===== src/rtl/eth_pkg.sv =====
// Shared Ethernet PHY-path definitions: FSM encoding, framing nibbles and
// the default station MAC / payload length used by both rx and tx.
package eth_pkg;

  typedef logic [2:0] eth_state_t;

  localparam eth_state_t ST_IDLE     = 3'd0;
  localparam eth_state_t ST_PREAMBLE = 3'd1;
  localparam eth_state_t ST_HEADER   = 3'd2;
  localparam eth_state_t ST_DATA     = 3'd3;
  localparam eth_state_t ST_DROP     = 3'd4;

  localparam logic [3:0] ETH_PRE_NIB = 4'h5;
  localparam logic [3:0] ETH_SFD_NIB = 4'hD;

  localparam int ETH_HDR_BYTES   = 12;
  localparam int ETH_PAYLOAD_LEN = 1350;

  localparam logic [47:0] ETH_LOCAL_MAC = 48'h309C231EEC21;

  // Byte idx of a MAC in wire order (idx 0 is bits [47:40]).
  function automatic logic [7:0] mac_byte(input logic [47:0] mac, input logic [2:0] idx);
    logic [47:0] shifted;
    shifted = mac << {idx, 3'b000};
    return shifted[47:40];
  endfunction

endpackage


===== src/rtl/eth_nib2byte.sv =====
// Nibble-to-byte assembler: holds the low nibble, emits {high,low} when the
// high nibble arrives. clear forces the phase back to "expecting low".
module eth_nib2byte (
  input  logic       clk,
  input  logic       rst,
  input  logic       clear,
  input  logic       nib_valid,
  input  logic [3:0] nib,
  output logic       byte_valid,
  output logic [7:0] byte_data
);

  logic       phase_q, phase_d;
  logic [3:0] low_q, low_d;

  assign byte_data = {nib, low_q};

  always_comb begin
    phase_d    = phase_q;
    low_d      = low_q;
    byte_valid = 1'b0;
    if (clear) begin
      phase_d = 1'b0;
      low_d   = 4'h0;
    end else if (nib_valid) begin
      if (!phase_q) begin
        low_d   = nib;
        phase_d = 1'b1;
      end else begin
        phase_d    = 1'b0;
        byte_valid = 1'b1;
      end
    end
  end

  always_ff @(posedge clk) begin
    if (rst) begin
      phase_q <= 1'b0;
      low_q   <= 4'h0;
    end else begin
      phase_q <= phase_d;
      low_q   <= low_d;
    end
  end

endmodule


===== src/rtl/ethernet_rx.sv =====
// MII nibble receiver: strips preamble/SFD and the 12-byte MAC header, then
// streams the fixed-length payload. Define ETH_RX_MAC_FILTER_EN to drop
// frames whose destination MAC differs from LOCAL_MAC.
module ethernet_rx
  import eth_pkg::*;
#(
  parameter int          PAYLOAD_LEN = ETH_PAYLOAD_LEN,
  parameter logic [47:0] LOCAL_MAC   = ETH_LOCAL_MAC,
  parameter int          PRE_MIN     = 2
) (
  input  logic       clk,
  input  logic       rst,
  input  logic       rx_ctrl,
  input  logic [3:0] phy_rxd,
  output logic [7:0] dataout,
  output logic       data_valid,
  output logic       frame_done,
  output logic       frame_err
);

  localparam logic [10:0] LAST_IDX  = 11'(PAYLOAD_LEN - 1);
  localparam logic [10:0] HDR_LAST  = 11'(ETH_HDR_BYTES - 1);
  localparam logic [3:0]  PRE_MIN_L = 4'(PRE_MIN);

  eth_state_t  state_q, state_d;
  logic [3:0]  pre_cnt_q, pre_cnt_d;
  logic [10:0] byte_cnt_q, byte_cnt_d;
  logic [7:0]  dataout_q, dataout_d;
  logic        data_valid_q, data_valid_d;
  logic        frame_done_q, frame_done_d;
  logic        frame_err_q, frame_err_d;

  logic        in_frame;
  logic        nib_clear;
  logic        nib_valid;
  logic        byte_valid;
  logic [7:0]  byte_data;

  // The assembler only runs inside HEADER/DATA; everywhere else it is held
  // cleared so a new frame always starts on a low nibble.
  assign in_frame  = (state_q == ST_HEADER) || (state_q == ST_DATA);
  assign nib_clear = !in_frame;
  assign nib_valid = in_frame && rx_ctrl;

  eth_nib2byte u_nib2byte (
    .clk        (clk),
    .rst        (rst),
    .clear      (nib_clear),
    .nib_valid  (nib_valid),
    .nib        (phy_rxd),
    .byte_valid (byte_valid),
    .byte_data  (byte_data)
  );

`ifdef ETH_RX_MAC_FILTER_EN
  logic mac_bad_q, mac_bad_d;
  logic byte_mismatch;

  assign byte_mismatch = (byte_data != mac_byte(LOCAL_MAC, byte_cnt_q[2:0]));
`endif

  always_comb begin
    state_d      = state_q;
    pre_cnt_d    = pre_cnt_q;
    byte_cnt_d   = byte_cnt_q;
    dataout_d    = dataout_q;
    data_valid_d = 1'b0;
    frame_done_d = 1'b0;
    frame_err_d  = 1'b0;
`ifdef ETH_RX_MAC_FILTER_EN
    mac_bad_d    = mac_bad_q;
`endif
    case (state_q)
      ST_IDLE: begin
        if (rx_ctrl) begin
          if (phy_rxd == ETH_PRE_NIB) begin
            state_d   = ST_PREAMBLE;
            pre_cnt_d = 4'd1;
          end else begin
            state_d = ST_DROP;
          end
        end
      end
      ST_PREAMBLE: begin
        if (!rx_ctrl) begin
          state_d     = ST_IDLE;
          frame_err_d = 1'b1;
        end else if (phy_rxd == ETH_PRE_NIB) begin
          if (pre_cnt_q != 4'hF) pre_cnt_d = pre_cnt_q + 4'd1;
        end else if ((phy_rxd == ETH_SFD_NIB) && (pre_cnt_q >= PRE_MIN_L)) begin
          state_d    = ST_HEADER;
          byte_cnt_d = '0;
`ifdef ETH_RX_MAC_FILTER_EN
          mac_bad_d  = 1'b0;
`endif
        end else begin
          state_d     = ST_DROP;
          frame_err_d = 1'b1;
        end
      end
      ST_HEADER: begin
        if (!rx_ctrl) begin
          state_d     = ST_IDLE;
          frame_err_d = 1'b1;
        end else if (byte_valid) begin
          byte_cnt_d = byte_cnt_q + 11'd1;
`ifdef ETH_RX_MAC_FILTER_EN
          if (byte_cnt_q < 11'd6) mac_bad_d = mac_bad_q | byte_mismatch;
          // Verdict is due on the last destination byte, not at end of header.
          if ((byte_cnt_q == 11'd5) && (mac_bad_q || byte_mismatch)) begin
            state_d     = ST_DROP;
            frame_err_d = 1'b1;
          end else
`endif
          if (byte_cnt_q == HDR_LAST) begin
            state_d    = ST_DATA;
            byte_cnt_d = '0;
          end
        end
      end
      ST_DATA: begin
        if (!rx_ctrl) begin
          state_d     = ST_IDLE;
          frame_err_d = 1'b1;
        end else if (byte_valid) begin
          dataout_d    = byte_data;
          data_valid_d = 1'b1;
          byte_cnt_d   = byte_cnt_q + 11'd1;
          if (byte_cnt_q == LAST_IDX) begin
            frame_done_d = 1'b1;
            state_d      = ST_DROP;
          end
        end
      end
      ST_DROP: begin
        if (!rx_ctrl) state_d = ST_IDLE;
      end
      default: state_d = ST_IDLE;
    endcase
  end

  always_ff @(posedge clk) begin
    if (rst) begin
      state_q      <= ST_IDLE;
      pre_cnt_q    <= 4'd0;
      byte_cnt_q   <= 11'd0;
      dataout_q    <= 8'h00;
      data_valid_q <= 1'b0;
      frame_done_q <= 1'b0;
      frame_err_q  <= 1'b0;
    end else begin
      state_q      <= state_d;
      pre_cnt_q    <= pre_cnt_d;
      byte_cnt_q   <= byte_cnt_d;
      dataout_q    <= dataout_d;
      data_valid_q <= data_valid_d;
      frame_done_q <= frame_done_d;
      frame_err_q  <= frame_err_d;
    end
  end

`ifdef ETH_RX_MAC_FILTER_EN
  always_ff @(posedge clk) begin
    if (rst) mac_bad_q <= 1'b0;
    else     mac_bad_q <= mac_bad_d;
  end
`endif

  assign dataout    = dataout_q;
  assign data_valid = data_valid_q;
  assign frame_done = frame_done_q;
  assign frame_err  = frame_err_q;

endmodule


===== config.mk =====
export PLATFORM = sky130hd
export DESIGN_NAME = ethernet_rx
export DESIGN_NICKNAME = d
export VERILOG_FILES = /design/src/rtl/eth_pkg.sv /design/src/rtl/eth_nib2byte.sv /design/src/rtl/ethernet_rx.sv
export SDC_FILE = /design/constraint.sdc
export NUM_CORES = 1
export LEC_CHECK = 0
export CAP_MARGIN = 10
export CORE_UTILIZATION = 41
export CTS_CLUSTER_DIAMETER = 200
export DETAILED_ROUTE_END_ITERATION = 8
export SLEW_MARGIN = 0
export SYNTH_ARGS = -nofsm -noshare
export SYNTH_HDL_FRONTEND = slang
export SYNTH_HIERARCHICAL = 1
export SYNTH_SLANG_ARGS = --single-unit

===== constraint.sdc =====
create_clock -name clk -period 3.9 [get_ports clk]
set_input_delay 0.78 -clock clk [delete_from_list [all_inputs] [get_ports clk]]
set_output_delay 0.78 -clock clk [all_outputs]
set_load 0.01 [all_outputs]

==> results of run 1 <==
==> worst max path at each step <==
stage	startpoint	endpoint	slack, ns	cells after the start
after floorplan	rx_ctrl	byte_cnt_q[6]$_SDFFE_PP0P_	1.50	10
after global placement	rx_ctrl	byte_cnt_q[6]$_SDFFE_PP0P_	0.72	10
after detailed placement	rx_ctrl	byte_cnt_q[6]$_SDFFE_PP0P_	0.58	10
after CTS	rx_ctrl	byte_cnt_q[6]$_SDFFE_PP0P_	0.86	10
after global routing	rx_ctrl	byte_cnt_q[6]$_SDFFE_PP0P_	0.68	10
final	rx_ctrl	byte_cnt_q[6]$_SDFFE_PP0P_	0.88	10
==> cell families (layout without fill, tap and decap cells) <==
logic type / Yosys count / after routing
and+or+nand+nor: 93 / 93
adders and majority gates: 4 / 4
buffers and inverters: 21 / 35
DFF: 34 / 34
muxes: 5 / 5
xor gates and xnor gates: 3 / 3
AOI/OAI and AO/OA: 49 / 49
==> power by group <==
part	leakage [uW]	switching, uW	total (uW)	internal (uW)
Sequential	0.000274	23.9	383	359
Combinational	0.000311	89.1	164	74.8
Clock	0.0000472	133	275	142
==> cell usage in the layout (no fill, tap or decap), types with 3 or more instances in the layout <==
cell type	Yosys	layout
a311oi_1	5	5
nor3_1	12	12
or3_1	4	4
o41ai_1	3	3
a21oi_1	14	14
buf_4	4	4
mux2i_1	5	5
nand4_1	3	3
clkbuf_8	0	6
ha_1	4	4
nand2b_1	6	6
nand2_1	19	19
nand3_1	16	16
dfxtp_1	34	34
o21ai_0	13	13
inv_1	6	6
o31ai_1	5	5
clkdlybuf4s50_1	0	17
nor2_1	18	18
==> layer usage <==
layer  track usage (%)  up-vias  share of wire [%]
met5                 0        -                  0
met4              6.38        0                1.4
met3              6.68        6                5.4
met2              27.5       40                 44
met1              24.6      685                 50
li1                  -      781                  -
==> flip-flops by register name (all words and copies together) (netlist names) <==
signal / count
pre_cnt_q: 4
data_valid: 1
u_nib2byte/low_q: 4
frame_done: 1
state_q: 3
dataout: 8
frame_err: 1
byte_cnt_q: 11
u_nib2byte/phase_q: 1
==> per-stage QoR <==
stage	std cells	util (%)	setup slack, ns	hold slack, ns
finish	273	50.0	0.877	0.455
global route	273	50.0	0.675	0.470
CTS	273	50.0	0.864	0.457
detailed placement	265	47.6	0.578	0.447
global placement	265	47.6	0.718	0.441
floorplan	209	-	1.50	0.443
==> synth_stat cells, types with 2 or more instances <==
| master | count |
|---|---|
| dfxtp_1 | 34 |
| xor2_1 | 2 |
| o31ai_1 | 5 |
| nor2b_1 | 2 |
| nand3_1 | 16 |
| clkbuf_1 | 7 |
| nor3_1 | 12 |
| nand2b_1 | 6 |
| nor3b_1 | 2 |
| a21oi_1 | 14 |
| nor2_1 | 18 |
| a311oi_1 | 5 |
| o21ai_0 | 13 |
| nand4_1 | 3 |
| inv_1 | 6 |
| nor4_1 | 2 |
| or3_1 | 4 |
| buf_2 | 2 |
| and2_1 | 2 |
| buf_4 | 4 |
| nand2_1 | 19 |
| a211oi_1 | 2 |
| mux2i_1 | 5 |
| o41ai_1 | 3 |
| ha_1 | 4 |
==> worst register-to-register path, cell delays in order, from the launching register on <==
cell and delay (ns):
dfxtp_1 0.51, nor2b_1 0.27, inv_1 0.17, nor2_1 0.17, nand2_1 0.07, a21oi_1 0.22, nand2_1 0.13, or3_1 0.53
o41ai_1 0.38
==> cell type report <==
cell class	count	share of cell area, %
Sequential cell	34	34.0
Clock inverter	2	0.626
Multi-Input combinational cell	154	46.9
Tap cell	50	3.13
Clock buffer	6	4.13
Inverter	6	1.13
Timing Repair Buffer	21	10.0
==> impl_metrics.json, run 1 <==
{
  "io_pins": 18,
  "ctsRootBufferMaster": "clkbuf_8",
  "grt_pass1_vias": 1344,
  "place_congestion": 0.870,
  "die_area_sq_um": 4450,
  "synthAdderAreaFrac_pct": 2.92,
  "dpl.hpwl_mm": 2.61,
  "finalSetupViolations": 0,
  "cpPeakStageDelay_ns": 0.59,
  "synthArstFlopShare_pct": 0,
  "drv_slew": 0,
  "initial_core_util_pct": 42.9,
  "relSlewSlack_pct": 57.2,
  "syn_nets": 220,
  "avgSynthCellArea_sq_um": 8.21,
  "finalHoldViolations": 0,
  "num_rows": 23,
  "yosysSeqAreaShare_pct": 39.7,
  "skew_ns": 0.00564,
  "synth_area_leaders": "dfxtp_1, nand3_1, nand2_1, a21oi_1, nor2_1",
  "power_per_cell_area_nw_per_um2": 411,
  "final_layout_size_suffix_gt1_share_pct": 7.62,
  "worst_setup_path_start_kind": "primary input",
  "hold_end": "dataout[5]$_SDFFE_PP0P_",
  "hold_depth": 2,
  "worstMarginPinSlew_ns": 0.642,
  "clock_path_buffers": 2,
  "cp_max_fo": 9,
  "grt_start_max_net_pins": 33,
  "cts_tree": "yes",
  "grt_overflow": 0,
  "cp.arrival_ns": 3.21,
  "crit_type": "primary input to register",
  "slowest_stage": "clkdlybuf4s50_1",
  "synth_cells": 209,
  "portBuffers": 17,
  "r2r_start": "state_q[1]$_SDFFE_PP0P_",
  "num-fill-cells": 383,
  "cts.sinks": 34,
  "status": "finished, final reports clean",
  "dr.pass1.iters": 4,
  "cp_num_buf_inv": 2,
  "n_antenna_cell": 0,
  "critical_path.endpoint_type": "register",
  "dr.first_iter.drc_count": 117,
  "muxShareOfSynthArea_pct": 2.92,
  "timing.final.crit_share_pct": 77.5,
  "grt_pass1_wl_mm": 6.14,
  "synth-compound-area-share_pct": 19.3,
  "synth_warnings": 6,
  "synth_simple_gate_area_share_pct": 28.0,
  "vias": 1512,
  "final_area_sq_um": 2000,
  "core_area_sq_um": 4000,
  "leakage_uw": 0.000633,
  "wire_per_inst_microns": 13.7,
  "die_width_microns": 66.7,
  "synth_edf_count": 0,
  "final_nets": 233,
  "fmaxAchievable_ghz": 0.331,
  "r2r_end": "byte_cnt_q[6]$_SDFFE_PP0P_",
  "register_area_sq_um": 681,
  "synth_top_family_by_area": "simple AND/OR/NAND/NOR gates",
  "area_delta_synth_final_pct": 16.5,
  "synth_xor_area_share_pct": 1.53,
  "drc_errors": 0,
  "irDropWorstVdd_v": 0.000223,
  "path_delay_family": "simple AND/OR/NAND/NOR gates",
  "yosysTopAreaCellShare_pct": 39.7,
  "cts_setup_buffers": 0,
  "worst_skew_pair.late_latency_ns": 0.29,
  "multi_input_area_sq_um": 938,
  "synth_top_cell_by_area": "dfxtp_1",
  "worstRegToRegCells": 8,
  "ys_types": 42,
  "setup_tns_ns": 0,
  "cap_viol_max_count": 0,
  "cpMostUsedCell": "nand2_1",
  "viasPerCell": 5.54,
  "cts_buffers": 5,
  "worstPathCellList": "clkdlybuf4s50_1, nand3b_1, inv_1, nand2_1, nor2_1, nand2_1, a21oi_1, nand2_1, or3_1, o41ai_1",
  "antenna_found_initial": 0,
  "dpl-instance-area_sq_um": 1900,
  "cts_max_level": 2,
  "rrSetupSlack_ns": 1.34,
  "p_total_uw": 822,
  "worstPathRequired_ns": 4.09,
  "die_h_microns": 66.7,
  "cts_resized": 0,
  "antenna_left": 0,
  "wirelength_mm": 3.73,
  "hold_path.class": "register to register",
  "syn_area_sq_um": 1720,
  "min_from": "dataout[5]$_SDFFE_PP0P_",
  "final.min_clock_period_ns": 3.02,
  "ctsHoldBuffers": 0,
  "clk_pin_slew_worst_paths_ns": 0.07,
  "grt_usage_pct": 18.6,
  "ys_ff_latch": 34,
  "ys.flop_type": "dfxtp_1",
  "rsz0062_at_grt": "false"
}
(Power assumes the default switching activity.)
==> inputs of run 2 (changes only) <==
- clock period: 3.9 -> 2.7 ns (I/O delays scaled with it)
==> impl_metrics.json, run 2 (synthesis gave the netlist of run 1 again) <==
{
  "cts_setup_buffers": 0,
  "clk_pin_slew_worst_paths_ns": 0.07,
  "num_rows": 23,
  "worst_skew_pair.late_latency_ns": 0.29,
  "die_area_sq_um": 4450,
  "cap_viol_max_count": 0,
  "core_area_sq_um": 4000,
  "fin_ws_ns": 0.282,
  "worstMarginPinSlew_ns": 0.438,
  "clock_path_buffers": 2,
  "cts.sinks": 34,
  "io_pins": 18,
  "cpMostUsedCell": "nand2_1",
  "dr.pass1.iters": 4,
  "switchingPower_uw": 360,
  "hold_path.class": "register to register",
  "rsz0062_at_grt": "false",
  "grt_start_max_net_pins": 21,
  "final.min_clock_period_ns": 2.42,
  "drc_errors": 0,
  "ctsHoldBuffers": 0,
  "critical_path.endpoint_type": "register",
  "slowest_stage": "clkdlybuf4s50_1",
  "p_int_uw": 1040,
  "n_antenna_cell": 0,
  "worst_setup_path_start_kind": "primary input",
  "grt_usage_pct": 19.0,
  "antenna_found_initial": 0,
  "wirelength_mm": 3.69,
  "finalHoldViolations": 0,
  "cp_max_fo": 6,
  "dr.first_iter.drc_count": 82,
  "worstPathCellList": "clkdlybuf4s50_1, nand3b_1, inv_1, nand2_1, nor2_1, nand2_1, a21oi_1, nand2_1, or3_1, buf_4, o41ai_1",
  "cp.arrival_ns": 2.60,
  "die_width_microns": 66.7,
  "final_area_sq_um": 2110,
  "cts_resized": 0,
  "num-fill-cells": 364,
  "area_delta_synth_final_pct": 23.2,
  "grt_overflow": 0,
  "status": "finished, final reports clean",
  "finalSetupViolations": 0,
  "dpl-instance-area_sq_um": 1970,
  "dpl.hpwl_mm": 2.64,
  "fmaxAchievable_ghz": 0.414,
  "cts_max_level": 2,
  "initial_core_util_pct": 42.9,
  "die_h_microns": 66.7,
  "final_layout_size_suffix_gt1_share_pct": 11.2,
  "grt_pass1_vias": 1387,
  "largest_reg_flops": 11,
  "worstPathRequired_ns": 2.88,
  "power_per_cell_area_nw_per_um2": 662,
  "cpPeakStageDelay_ns": 0.48,
  "vias": 1531,
  "drv_slew": 0,
  "seq_power_share_pct": 38.5,
  "grt_pass1_wl_mm": 6.38,
  "dp_slack_ns": -0.0150,
  "portBuffers": 17,
  "leakage_uw": 0.000699,
  "pwr-share-comb_pct": 19.8,
  "final_common_cell": "dfxtp_1",
  "swShare_pct": 25.7,
  "irDropWorstVdd_v": 0.000283,
  "antenna_left": 0,
  "clkPwrFrac_pct": 41.7,
  "final_cell_mix": "dfxtp_1, nand2_1, nor2_1, clkdlybuf4s50_1, nand3_1",
  "relSlewSlack_pct": 70.7,
  "fin_util_pct": 52.9,
  "regMostFlops": "byte_cnt_q",
  "timing.final.crit_share_pct": 89.5,
  "cts_tree": "yes",
  "crit_type": "primary input to register",
  "final_nets": 242,
  "skew_ns": 0.00711,
  "cts_buffers": 5,
  "place_congestion": 0.890,
  "viasPerCell": 5.43,
  "wire_per_inst_microns": 13.1,
  "ctsRootBufferMaster": "clkbuf_8"
}
[run 2: worst max-delay path, delay by kind of cell]
family | cells | cell delay [ns]
buf+inv | 3 | 0.76
simple gates | 6 | 0.89
compound gates | 2 | 0.42
[run 2: final cells by class]
type | instances | area (sq um) | area share [%]
timing repair buffer | 30 | 268 | 12.7
sequential | 34 | 681 | 32.2
tap | 50 | 62.6 | 2.96
multi-input combinational | 154 | 938 | 44.4
clock inverter | 2 | 60.1 | 2.84
inverter | 6 | 22.5 | 1.07
clock buffer | 6 | 82.6 | 3.91
[run 2: power groups by stage]
stage	sequential [uW]	clock, uW	combinational [uW]
after floorplan	534	0	215
after global placement	550	0	274
after detailed placement	549	0	275
after CTS	538	596	276
after global routing	541	624	313
final	539	583	278
[run 2: path summary, 6_finish.rpt]
| check | start | to | slack [ns] | cells past startpoint |
|---|---|---|---|---|
| worst max-delay path | rx_ctrl | byte_cnt_q[5]$_SDFFE_PP0P_ | 0.28 | 11 |
| worst min-delay path | dataout[3]$_SDFFE_PP0P_ | dataout[3]$_SDFFE_PP0P_ | 0.46 | 2 |
| worst max register to register | state_q[2]$_SDFFE_PP0P_ | byte_cnt_q[5]$_SDFFE_PP0P_ | 0.33 | 9 |
| worst min register to register | dataout[3]$_SDFFE_PP0P_ | dataout[3]$_SDFFE_PP0P_ | 0.46 | 2 |
[run 2: through the flow]
stage / hold WS [ns] / TNS [ns] / std cells / power, uW
after global routing: 0.470 / 0 / 282 / 1480
after CTS: 0.457 / 0 / 282 / 1410
after detailed placement: 0.447 / -0.0150 / 274 / 824
after floorplan: 0.443 / 0 / 209 / 749
after global placement: 0.441 / 0 / 274 / 824
final: 0.455 / 0 / 282 / 1400
[run 2: layer usage]
layer | global-route usage, % | part of all wire (%)
met5 | 0 | 0
met4 | 7.71 | 0.81
met3 | 6.16 | 4.6
met2 | 26.4 | 43
met1 | 26.5 | 51
==> inputs of run 3 (changes only) <==
- ABC_CLOCK_PERIOD_IN_PS: default -> 2700
==> results of run 3 <==
No change in the layout: final DEF, timing and power equal those of run 2.
==> RTL edit 1: new RTL, flow settings as in run 3 <==
Add a define of `ETH_RX_MAC_FILTER_EN`.
--- a/src/rtl/ethernet_rx.sv
+++ b/src/rtl/ethernet_rx.sv
@@ -3,2 +3,4 @@
 // frames whose destination MAC differs from LOCAL_MAC.
+`define ETH_RX_MAC_FILTER_EN
+
 module ethernet_rx
Function: no difference found for any inputs over 10 cycles, from zero or initial values and one cycle with rst high; that may be too few to reach the edited logic, so the function may still have changed.
==> RTL edit 1 against run 3 <==
Setup slack better by 0.046 ns. Cell area up 12%. Synthesized cell count up 19%. Area after synthesis up 18%. Non-clock buffer count down 3. Sequential cell count up 1. Core utilization down 2.8 points. Global-route usage down 0.67 points. Count of clock-buffer cells in the layout unchanged. Wire length up 18%. Die area up 18%. Critical path type unchanged. Largest cell class unchanged.
Power is not compared: it rests on default switching activity, and its combinational part moved more than twofold at a synthesized area within 25%.
==> RTL edit 1: results (changes against run 3) <==
set qor(status) {finished, final reports clean}
set qor(yosys.area_share.adder_pct) 4.32 ;# +1.4 points
set qor(yosys-mux-area-fraction_pct) 4.44 ;# +1.5 points
set qor(final.fill_count) 497 ;# +37%
set qor(whs_path_depth) 2 ;# unchanged
set qor(globalplace.congestion) 0.793 ;# -11%
set qor(whs_endpoint) {dataout[7]}
set qor(groute.usage.overall_pct) 18.3 ;# -0.67 points
set qor(synth.cells.most_frequent) {sky130_fd_sc_hd__dfxtp_1, sky130_fd_sc_hd__nor2_1, sky130_fd_sc_hd__nand2_1}
set qor(avgSynthCellArea_um2) 8.17 ;# -0.49%
set qor(antenna_cells) 0 ;# unchanged
set qor(worst-endpoint-arrival_ns) 2.55 ;# -0.05 ns
set qor(worst_clock_skew_ns) 0.00433 ;# -0.00277 ns
set qor(timing.hold.worst.class) {flip-flop to flip-flop}
set qor(placed_cells_incl_taps) 327 ;# +19%
set qor(first_global_vias) 1586 ;# +14%
set qor(post_synth_main_area_contributors) {sky130_fd_sc_hd__dfxtp_1, sky130_fd_sc_hd__xnor2_1, sky130_fd_sc_hd__nor2_1}
set qor(ys_seq_area_share_pct) 34.6 ;# -5.1 points
set qor(share_of_the_synthesized_netlist_area_taken_by_xor_and_xnor_gates_pct) 6.05 ;# +4.5 points
set qor(rrSetupSlack_ns) 0.49 ;# +0.16 ns
set qor(drive_gt1_share_pct) 11.2 ;# +0.029 points
set qor(worst-slew-pin-transition_ns) 0.580 ;# +0.142 ns
set qor(drtIter0Drc) 96 ;# +17%
set qor(async_reset_ff_share_pct) 0 ;# unchanged
set qor(vias_per_instance) 5.22 ;# -3.9%
set qor(synth-compound-area-share_pct) 16.9 ;# -2.5 points
set qor(regToRegStartpoint) {byte_cnt_q[1]}
set qor(final.hold.worst_slack_ns) 0.455 ;# -0.0000560 ns
set qor(port_buffers) 17 ;# unchanged
set qor(detailed_place.area_um2) 2290 ;# +16%
set qor(pre_cts_ws_ns) 0.0251 ;# +0.0401 ns
set qor(crit_path_start) {rx_ctrl}
set qor(worstSkewPairLatency_ns) 0.28
set qor(vias) 1742 ;# +14%
set qor(ys_types) 54 ;# +29%
set qor(grt_first_pass_wirelength_um) 7470 ;# +17%
set qor(worstHoldStart) {dataout[7]}
set qor(fin_nets) 281 ;# +16%
set qor(worstReg2RegEnd) {frame_err}
set qor(ff2ff_path_depth) 8 ;# -1
set qor(post_dp_hpwl_um) 3290 ;# +25%
set qor(critical_path.max_fanout) 4 ;# -2
set qor(maximum_number_of_pins_on_one_net_before_global_route_repair) 22 ;# +4.8%
set qor(synth.net_count) 262 ;# +19%
set qor(avgRoutedWirePerCell_um) 13.0 ;# -0.39%
set qor(power.static_leakage_nw) 0.822
==> RTL edit 1: worst max-delay path by stage <==
stage,endpoint,slack (ns)
global route,byte_cnt_q[7],0.05
global placement,byte_cnt_q[9],0.05
CTS,byte_cnt_q[9],0.31
floorplan,byte_cnt_q[10],0.47
finish,byte_cnt_q[9],0.33
detailed placement,byte_cnt_q[10],0.03
==> RTL edit 1: power by group <==
group,internal (W),switching [W]
Sequential,0.000520,0.00000967
Clock,0.000200,0.000177
Combinational,0.0000448,0.0000496
Total,0.000765,0.000236
==> RTL edit 1: area by class of cell <==
type	instances	area (um^2)	area share [%]
Clock buffer	6	82.6	3.47
Clock inverter	1	5.00	0.210
Inverter	11	41.3	1.74
Multi-Input combinational cell	187	1210	50.8
Sequential cell	35	701	29.5
Tap cell	67	83.8	3.52
Timing Repair Buffer	27	258	10.8
==> RTL edit 1: routing by layer <==
layer / track usage (%) / wire length [um]
met5: 0 / 0
met4: 7.19 / 99
met1: 23.8 / 2180
met3: 3.75 / 106
met2: 29.8 / 1970
==> RTL edit 2: new RTL, config.mk and constraints of run 3 <==
Made on the original files. Register the output `dataout` once more, with the module's reset; this adds one clock of latency there. The other outputs are not delayed to match.
--- a/src/rtl/ethernet_rx.sv
+++ b/src/rtl/ethernet_rx.sv
@@ -168,3 +168,9 @@
 
-  assign dataout    = dataout_q;
+  always_ff @(posedge clk) begin
+    if (rst) begin
+      dataout <= '0;
+    end else begin
+      dataout <= dataout_q;
+    end
+  end
   assign data_valid = data_valid_q;
Function: same outputs for any inputs over 10 cycles, from zero or initial values and one cycle with rst high; that may be too few to reach the edited logic, so the function may still have changed.
==> RTL edit 2 against run 3 <==
Area after synthesis rose by 15%. Highest routed layer unchanged. Wire length grew 14%. Critical path depth is 1 lower. Setup slack got worse by 0.0081 ns. Critical path type unchanged. Sequential share of layout area rose by 3.5 points. Sequential cell count is 8 higher. Cell area rose by 12%.
Power is not compared: it rests on default switching activity, and its combinational part moved more than twofold at a synthesized area within 25%.
==> RTL edit 2: results (changes against run 3) <==
set qor(vias) 1648 ;# +7.6%
set qor(yosys.area_share.adder_pct) 2.53 ;# -0.39 points
set qor(rrSetupSlack_ns) 0.42 ;# +0.09 ns
set qor(detailed_place.area_um2) 2250 ;# +14%
set qor(worst_clock_skew_ns) 0.00303 ;# -0.00408 ns
set qor(share_of_the_synthesized_netlist_area_taken_by_xor_and_xnor_gates_pct) 1.77 ;# +0.24 points
set qor(grt_first_pass_wirelength_um) 6900 ;# +8.1%
set qor(drtIter0Drc) 101 ;# +23%
set qor(groute.layer.met1.usage_pct) 23.6 ;# -2.9 points
set qor(grt_util_met2_pct) 27.2 ;# +0.81 points
set qor(whs_path_depth) 1 ;# -1
set qor(yosys-mux-area-fraction_pct) 6.14 ;# +3.2 points
set qor(status) {finished, final reports clean}
set qor(post_dp_hpwl_um) 2920 ;# +11%
set qor(worst_path_largest_cell_delay_ns) 0.57 ;# +0.09 ns
set qor(use_met3_pct) 3.52 ;# -2.6 points
set qor(ys_types) 54 ;# +29%
set qor(maximum_number_of_pins_on_one_net_before_global_route_repair) 19 ;# -9.5%
set qor(globalplace.congestion) 0.769 ;# -14%
set qor(worst_path_max_delay_cell) {sky130_fd_sc_hd__or4_1}
set qor(groute.usage.overall_pct) 17.2 ;# -1.8 points
set qor(synth-compound-area-share_pct) 15.3 ;# -4.0 points
set qor(fin_nets) 253 ;# +4.5%
set qor(synth.cells.most_frequent) {sky130_fd_sc_hd__dfxtp_1, sky130_fd_sc_hd__nor2_1, sky130_fd_sc_hd__a21oi_1}
set qor(critical_path.max_fanout) 8 ;# +2
set qor(regToRegStartpoint) {state_q[2]}
set qor(synth.net_count) 228 ;# +3.6%
set qor(whs_endpoint) {dataout[3]}
set qor(worstHoldStart) {dataout_q[3]}
set qor(worst-endpoint-arrival_ns) 2.65 ;# +0.05 ns
set qor(ys_seq_area_share_pct) 42.5 ;# +2.9 points
set qor(first_global_vias) 1510 ;# +8.9%
set qor(worst-slew-pin-transition_ns) 0.521 ;# +0.0824 ns
==> RTL edit 2: cell count changes after synthesis, moves of 4 or more <==
| cell | change |
|---|---|
| sky130_fd_sc_hd__nand2_1 | -8 |
| sky130_fd_sc_hd__a311oi_1 | -4 |
| sky130_fd_sc_hd__nand2b_1 | -4 |
| sky130_fd_sc_hd__o31ai_1 | -5 |
| sky130_fd_sc_hd__nor2b_1 | +7 |
| sky130_fd_sc_hd__nand3_1 | -9 |
| sky130_fd_sc_hd__mux2i_1 | +6 |
| sky130_fd_sc_hd__dfxtp_1 | +8 |
==> RTL edit 2: worst register-to-register path, delay by kind of cell (launching register included) <==
family                 cells  cell delay, ns
AOI/OAI and AO/OA          2            0.36
buffers and inverters      1            0.08
DFF                        1            0.33
and+or+nand+nor            7            1.45
==> RTL edit 2: worst max path at each step <==
stage | start | end | slack, ns | depth (start not counted)
after CTS | rx_ctrl | byte_cnt_q[6] | 0.29 | 10
after global placement | rx_ctrl | byte_cnt_q[6] | 0.04 | 10
after floorplan | state_q[2] | byte_cnt_q[9] | 0.38 | 12
after global routing | rx_ctrl | byte_cnt_q[10] | 0.11 | 11
after detailed placement | rx_ctrl | byte_cnt_q[6] | -0.007 | 10
final | rx_ctrl | byte_cnt_q[6] | 0.27 | 10
==> RTL edit 2: area by class of cell <==
cell class | instances | area, um^2
multi-input combinational | 156 | 1040
tap | 52 | 65.1
fill | 455 | 2150
clock buffer | 6 | 72.6
clock inverter | 2 | 37.5
inverter | 6 | 22.5
sequential | 42 | 841
timing repair buffer | 31 | 275
==> RTL edit 2: where the power goes <==
| part | internal (W) | switching, W |
|---|---|---|
| Sequential | 0.000623 | 0.00000425 |
| Combinational | 0.0000416 | 0.0000511 |
| Clock | 0.000276 | 0.000223 |
==> RTL edit 2: layer usage <==
| layer | share of wire (%) | up-vias |
|---|---|---|
| met1 | 51 | 770 |
| met3 | 4.5 | 9 |
| met2 | 43 | 39 |
| met5 | 0 | - |
| met4 | 1.1 | 0 |
| li1 | - | 830 |
==> RTL edit 2: stage by stage <==
| step | instances | TNS (ns) | worst slack, ns | hold slack [ns] | power [W] |
|---|---|---|---|---|---|
| 2_1_floorplan | 217 | 0 | 0.381 | 0.438 | 0.000697 |
| 3_3_place_gp | 287 | 0 | 0.0384 | 0.446 | 0.000733 |
| 3_5_place_dp | 287 | -0.00749 | -0.00749 | 0.456 | 0.000734 |
| 4_1_cts | 295 | 0 | 0.286 | 0.469 | 0.00123 |
| 5_1_grt | 295 | 0 | 0.113 | 0.477 | 0.00127 |
| 6_report | 295 | 0 | 0.274 | 0.465 | 0.00122 |
==> RTL edit 2: cell families after synthesis <==
logic type	Yosys count
mux	12
fa+ha+maj	4
buf+inv	19
compound gates	46
simple gates	90
xor+xnor	4
flops	42
